### src/rtl/instr_fetch_unit.sv
// Instruction fetch: walks a word PC through synchronous-read imem,
// buffers {instr, pc} in a 2-entry FIFO and redirects on taken branches.
module instr_fetch_unit #(
    parameter int ADDR_WIDTH   = 8,
    parameter int DATA_WIDTH   = 32,
    parameter int OFFSET_WIDTH = 16
) (
    input  logic                    clock,
    input  logic                    reset,
    input  logic                    start,
    output logic                    imem_rd_en,
    output logic [ADDR_WIDTH-1:0]   imem_addr,
    input  logic [DATA_WIDTH-1:0]   imem_rdata,
    output logic [DATA_WIDTH-1:0]   instr,
    output logic [ADDR_WIDTH-1:0]   instr_pc,
    output logic                    instr_valid,
    input  logic                    instr_ready,
    input  logic                    branch_taken,
    input  logic [ADDR_WIDTH-1:0]   branch_pc,
    input  logic [OFFSET_WIDTH-1:0] branch_offset,
    output logic                    busy
);

    localparam int SW = (ADDR_WIDTH > OFFSET_WIDTH) ?
                        ADDR_WIDTH : OFFSET_WIDTH;

    typedef enum logic {
        IDLE,
        RUN
    } state_t;

    state_t state;
    state_t state_nxt;

    logic [ADDR_WIDTH-1:0] pc;
    logic [ADDR_WIDTH-1:0] inflight_pc;
    logic                  inflight;
    logic                  drop;

    logic [DATA_WIDTH-1:0] fifo_data [2];
    logic [ADDR_WIDTH-1:0] fifo_pc   [2];
    logic                  rd_ptr;
    logic                  wr_ptr;
    logic [1:0]            count;
    logic [1:0]            occ;

    logic                  redirect;
    logic                  push;
    logic                  pop;

    logic [SW-1:0]         off_ext;
    logic [SW-1:0]         tgt_full;
    logic [ADDR_WIDTH-1:0] tgt_pc;

    // Branch target: branch_pc + 1 + signed offset, wrapped to PC width
    always_comb begin
        off_ext  = SW'($signed(branch_offset));
        tgt_full = SW'(branch_pc) + SW'(1) + off_ext;
        tgt_pc   = tgt_full[ADDR_WIDTH-1:0];
    end

    // FSM state register
    always_ff @(posedge clock or negedge reset) begin
        if (!reset) state <= IDLE;
        else        state <= state_nxt;
    end

    // Next state, read issue and redirect decisions
    always_comb begin
        state_nxt  = state;
        busy       = 1'b0;
        imem_rd_en = 1'b0;
        redirect   = 1'b0;
        occ        = count + {1'b0, inflight};
        case (state)
            IDLE: begin
                if (start) state_nxt = RUN;
            end
            RUN: begin
                busy       = 1'b1;
                redirect   = branch_taken;
                imem_rd_en = (occ < 2'd2) && !branch_taken;
            end
            default: state_nxt = IDLE;
        endcase
    end

    // FIFO head and handshake terms
    always_comb begin
        instr_valid = (count != 2'd0);
        instr       = instr_valid ? fifo_data[rd_ptr] : '0;
        instr_pc    = instr_valid ? fifo_pc[rd_ptr]   : '0;
        imem_addr   = pc;
        pop         = instr_valid && instr_ready;
        push        = inflight && !drop && !redirect;
    end

    // PC, in-flight tracking and FIFO storage
    always_ff @(posedge clock or negedge reset) begin
        if (!reset) begin
            pc          <= '0;
            inflight_pc <= '0;
            inflight    <= 1'b0;
            drop        <= 1'b0;
            rd_ptr      <= 1'b0;
            wr_ptr      <= 1'b0;
            count       <= 2'd0;
            for (int i = 0; i < 2; i++) begin
                fifo_data[i] <= '0;
                fifo_pc[i]   <= '0;
            end
        end else if (state == IDLE) begin
            if (start) pc <= '0;
        end else if (redirect) begin
            pc       <= tgt_pc;
            drop     <= inflight;
            inflight <= 1'b0;
            rd_ptr   <= 1'b0;
            wr_ptr   <= 1'b0;
            count    <= 2'd0;
        end else begin
            drop     <= 1'b0;
            inflight <= imem_rd_en;
            if (imem_rd_en) begin
                pc          <= pc + 1'b1;
                inflight_pc <= pc;
            end
            if (push) begin
                fifo_data[wr_ptr] <= imem_rdata;
                fifo_pc[wr_ptr]   <= inflight_pc;
                wr_ptr            <= ~wr_ptr;
            end
            if (pop) rd_ptr <= ~rd_ptr;
            case ({push, pop})
                2'b10:   count <= count + 2'd1;
                2'b01:   count <= count - 2'd1;
                default: count <= count;
            endcase
        end
    end

endmodule

### config.mk
export PLATFORM = sky130hd
export DESIGN_NAME = instr_fetch_unit
export DESIGN_NICKNAME = d
export VERILOG_FILES = /design/src/rtl/instr_fetch_unit.sv
export SDC_FILE = /design/constraint.sdc
export NUM_CORES = 1
export LEC_CHECK = 0
export CAP_MARGIN = 20
export CORE_MARGIN = 3
export CORE_UTILIZATION = 40
export CTS_BUF_LIST = sky130_fd_sc_hd__clkbuf_2 sky130_fd_sc_hd__clkbuf_4 sky130_fd_sc_hd__clkbuf_8
export DETAILED_ROUTE_END_ITERATION = 8
export GPL_ROUTABILITY_DRIVEN = 0
export PLACE_DENSITY = 0.64
export SLEW_MARGIN = 20
export SYNTH_ARGS = -nofsm -noshare
export SYNTH_HDL_FRONTEND = slang
export SYNTH_SLANG_ARGS = --single-unit
### constraint.sdc
create_clock -name clock -period 2 [get_ports clock]
set_clock_uncertainty 0.15 [all_clocks]
set_input_delay 0.3 -clock clock [delete_from_list [all_inputs] [get_ports clock]]
set_output_delay 0.3 -clock clock [all_outputs]
set_load 0.005 [all_outputs]
==> impl_table.tex <==
\begin{tabular}{lr}
\hline
Metric & Value \\
\hline
\multicolumn{2}{l}{\textbf{Power}} \\
Static leakage & 3.134 nW \\
Ratio of total power to cell area & 932.3 nW/um\^{}2 \\
Clock share of power & 0.186 \\
Worst vdd ir & 0.0003176 V \\
Sequential cell fraction of total power & 0.483 \\
Design internal power & 4.697 mW \\
Gate power share & 0.331 \\
Switching power as a share of total power & 0.3070 \\
Switching power of the nets & 2.081 mW \\
\multicolumn{2}{l}{\textbf{Floorplanning}} \\
Area of the die & 14120 um\^{}2 \\
Die H & 118.8 um \\
Area of the placeable core & 12210 um\^{}2 \\
Initial core utilization & 0.4171 \\
\# rows & 40 \\
Num ports & 112 \\
Die boundary width & about 120 um \\
\multicolumn{2}{l}{\textbf{GRT}} \\
Largest net degree at the start of global routing & 40 \\
Number of antenna violations at the first check in global routing & 0 \\
Number of global-route vias before repair & 3948 \\
GRT Residual Overflow & 0 \\
GRT Resource Usage Total & 0.1765 \\
Wire length of the first global-routing pass & roughly 20000 um \\
\multicolumn{2}{l}{\textbf{CTS}} \\
Clock-pin slew of the registers on the worst-case setup and hold paths & 0.09 ns \\
Num CTS Buffers & 9 \\
Total number of clock tree sinks & 103 \\
Clock network latency to the later pin of the worst-skew pair & 0.36 ns \\
Worst-case clock buffer depth & 2 \\
Root Buffer & sky130\_fd\_sc\_hd\_\_clkbuf\_8 \\
CTS tree & built \\
Total number of H-tree levels & 3 \\
\multicolumn{2}{l}{\textbf{Cells and area}} \\
Most frequent cells in the layout & 100 x sky130\_fd\_sc\_hd\_\_dfrtp\_1, 58 x sky130\_fd\_sc\_hd\_\_clkdlybuf4s50\_1, 46 x sky130\_fd\_sc\_hd\_\_mux2\_1 \\
Fraction of final layout cells with drive strength greater than 1 & 0.3722 \\
Final core utilization & 0.5953 \\
Most frequent standard cell in the layout excluding fill and tap cells & sky130\_fd\_sc\_hd\_\_dfrtp\_1 \\
Ant diodes & 0 \\
Final-stage net count & 642 \\
Layout-stage area growth over the synthesis result & 42.72\% \\
\multicolumn{2}{l}{\textbf{Placed design}} \\
Buffers on Ports & slightly above 100 \\
Detail Placement HPWL & around 8000 um \\
Post-place setup slack & -0.5500 ns \\
\multicolumn{2}{l}{\textbf{Worst setup path}} \\
Startpoint types & flop \\
Arrival time reported for the critical path endpoint & about 1.6 ns \\
Maximum net fanout on the critical path & 5 \\
Worst setup path category & flop to output port \\
Type of element capturing the critical path & output port \\
Data required time of the critical path & 1.55 ns \\
\multicolumn{2}{l}{\textbf{Logic synthesis}} \\
Mapped Avg Cell Area & 12.13 um\^{}2 \\
Post-synthesis instance area & 5094 um\^{}2 \\
Syn Nets & between 400 and 500 \\
Synthesized netlist cell count & 420 \\
Post-synthesis sequential area ratio & 0.5060 \\
Flop and latch count out of synthesis & 103 \\
Distinct cell type count of the synthesized netlist & 49 \\
Synth Warn \# & 0 \\
\multicolumn{2}{l}{\textbf{Timing}} \\
Setup TNS & -0.5795 ns \\
Final clock period utilization by the worst path & 1.029 \\
Final Hold Viols & 0 \\
Worst slew margin & 0.6846 \\
Max-slew violation total from the final report & 0 \\
Final setup slack of the worst path & -0.05817 ns \\
Fmax & just under 500 MHz \\
Worst slack on hold paths & 0.2780 ns \\
Actual transition at the worst max-transition pin & around 0.47 ns \\
Endpoints failing setup & 19 \\
RSZ-0062 raised after global routing & true \\
Fin crit period & 2.058 ns \\
\multicolumn{2}{l}{\textbf{Routing}} \\
Via Count & 3795 \\
Post-Route WL & 12880 um \\
Violation count after the first detailed-route iteration & 231 \\
Average wire per standard cell & 17.34 um \\
Number of DRC violations after detailed routing & 0 \\
Vias per cell & 5.108 \\
Post-route ant nets & 0 \\
TritonRoute pass-1 iters & 4 \\
\multicolumn{2}{l}{\textbf{Run}} \\
Number of max-cap violations & 0 \\
\multicolumn{2}{l}{\textbf{Worst hold path}} \\
Type of the tightest min-delay check & input port to async pin \\
\multicolumn{2}{l}{\textbf{Status}} \\
Result of the run & complete, but fails checks \\
Violated checks & negative setup slack \\
\hline
\end{tabular}
## path summary, 6_finish.rpt
path	startpoint	end	slack (ns)	depth (start not counted)
setup / recovery	count[0]	instr_pc[5]	-0.06	7
hold / removal	reset	fifo_data[9]	0.28	2
setup reg to reg	state	fifo_data[38]	0.14	5
hold reg to reg	fifo_pc[2]	fifo_pc[2]	0.35	1
max in group asynchronous	reset	imem_addr[2]	0.83	3
min in group clock	fifo_pc[2]	fifo_pc[2]	0.35	1
## layout make-up
class,count,area (um^2)
clock buffer,9,123.9
clock inverter,6,62.56
fill,1053,4942
inverter,11,41.29
multi-input combinational,283,2648
sequential,103,2581
tap,168,210.2
timing repair buffer,163,1603
## repair_timing
item / 4_1_cts / 5_1_grt
endpoints found under the hold margin: 32 / 0
pin swaps: 12 / 22
hold buffers: 1 / 0
gates cloned: 4 / 5
endpoints found under the setup margin: 43 / 46
buffers inserted: 12 / 5
gates resized for setup: 131 / 109
## power groups by stage
stage / logic (mW) / registers (mW) / clock network [mW]
final: 2.24 / 3.27 / 1.26
after global routing: 2.45 / 3.38 / 1.40
after CTS: 2.02 / 3.24 / 1.30
after detailed placement: 1.91 / 3.28 / 0
after global placement: 1.85 / 3.22 / 0
after floorplan: 1.16 / 3.14 / 0
## metrics by stage
step                      std cells  cell area (um^2)  total power, mW
after floorplan                 420              5096            4.301
after global placement          703              6601            5.078
after detailed placement        703              6601            5.187
after CTS                       735              7000            6.567
after global routing            743              7269            7.224
final                           743              7269            6.777
## Yosys cell counts, drive strengths merged
library cell,count,area (um^2)
a31oi,2,12.51
and4,1,8.760
buf,17,90.08
o211ai,3,22.52
a22o,1,8.760
xnor2,4,35.03
nand2b,5,31.28
nor2b,4,25.02
a21o,3,22.52
o311ai,3,26.28
o31a,2,17.52
inv,11,41.29
nand4,3,18.77
and2,2,12.51
nand2,15,56.30
mux2i,41,410.4
xor2,3,26.28
nor3b,1,7.510
a221oi,2,23.77
mux2,88,991.0
fa,1,20.02
o21bai,1,7.510
ha,9,112.6
o221ai,1,8.760
o2bb2ai,3,26.28
a32oi,1,8.760
o2111ai,1,8.760
dfrtp,103,2577
a311oi,1,8.760
a41oi,3,26.28
and4b,3,33.78
o21a,2,15.01
nor3,2,10.01
nor2,50,195.2
a211o,1,8.760
nand3,2,10.01
o31ai,1,7.510
clkbuf,6,22.52
a21oi,8,40.04
o21ai,9,48.80
nand4b,1,8.760
## flip-flops by register name, indices dropped and copies added, names as in the netlist
name and count:
rd_ptr 1, imem_addr 8, fifo_data 64, inflight_pc 8, fifo_pc 16, state 1, inflight 1, count 2
wr_ptr 1, drop 1
## cells by family (layout without fill, tap and decap cells)
group	after synthesis	in the layout	synth area share
mux	129	129	0.2751
flops	103	103	0.5060
simple gates	89	89	0.08204
compound gates	48	48	0.06854
buf+inv	34	189	0.03021
fa+ha+maj	10	10	0.02604
xor+xnor	7	7	0.01204
## critical path: stages (launching register included)
cell	delay, ns
sky130_fd_sc_hd__dfrtp_1	0.40
sky130_fd_sc_hd__buf_6	0.12
sky130_fd_sc_hd__nor2_4	0.13
sky130_fd_sc_hd__buf_6	0.16
sky130_fd_sc_hd__buf_12	0.12
sky130_fd_sc_hd__clkbuf_16	0.14
sky130_fd_sc_hd__nor2_2	0.04
sky130_fd_sc_hd__buf_2	0.14
## routing by layer
metal / vias to the layer above / track usage / part of all wire
li1: 1803 / - / -
met1: 1879 / 0.2343 / 0.45
met5: - / 0 / 0
met2: 103 / 0.2892 / 0.49
met4: 0 / 0.05720 / 0.011
met3: 10 / 0.03799 / 0.047
(Power assumes the default switching activity.)
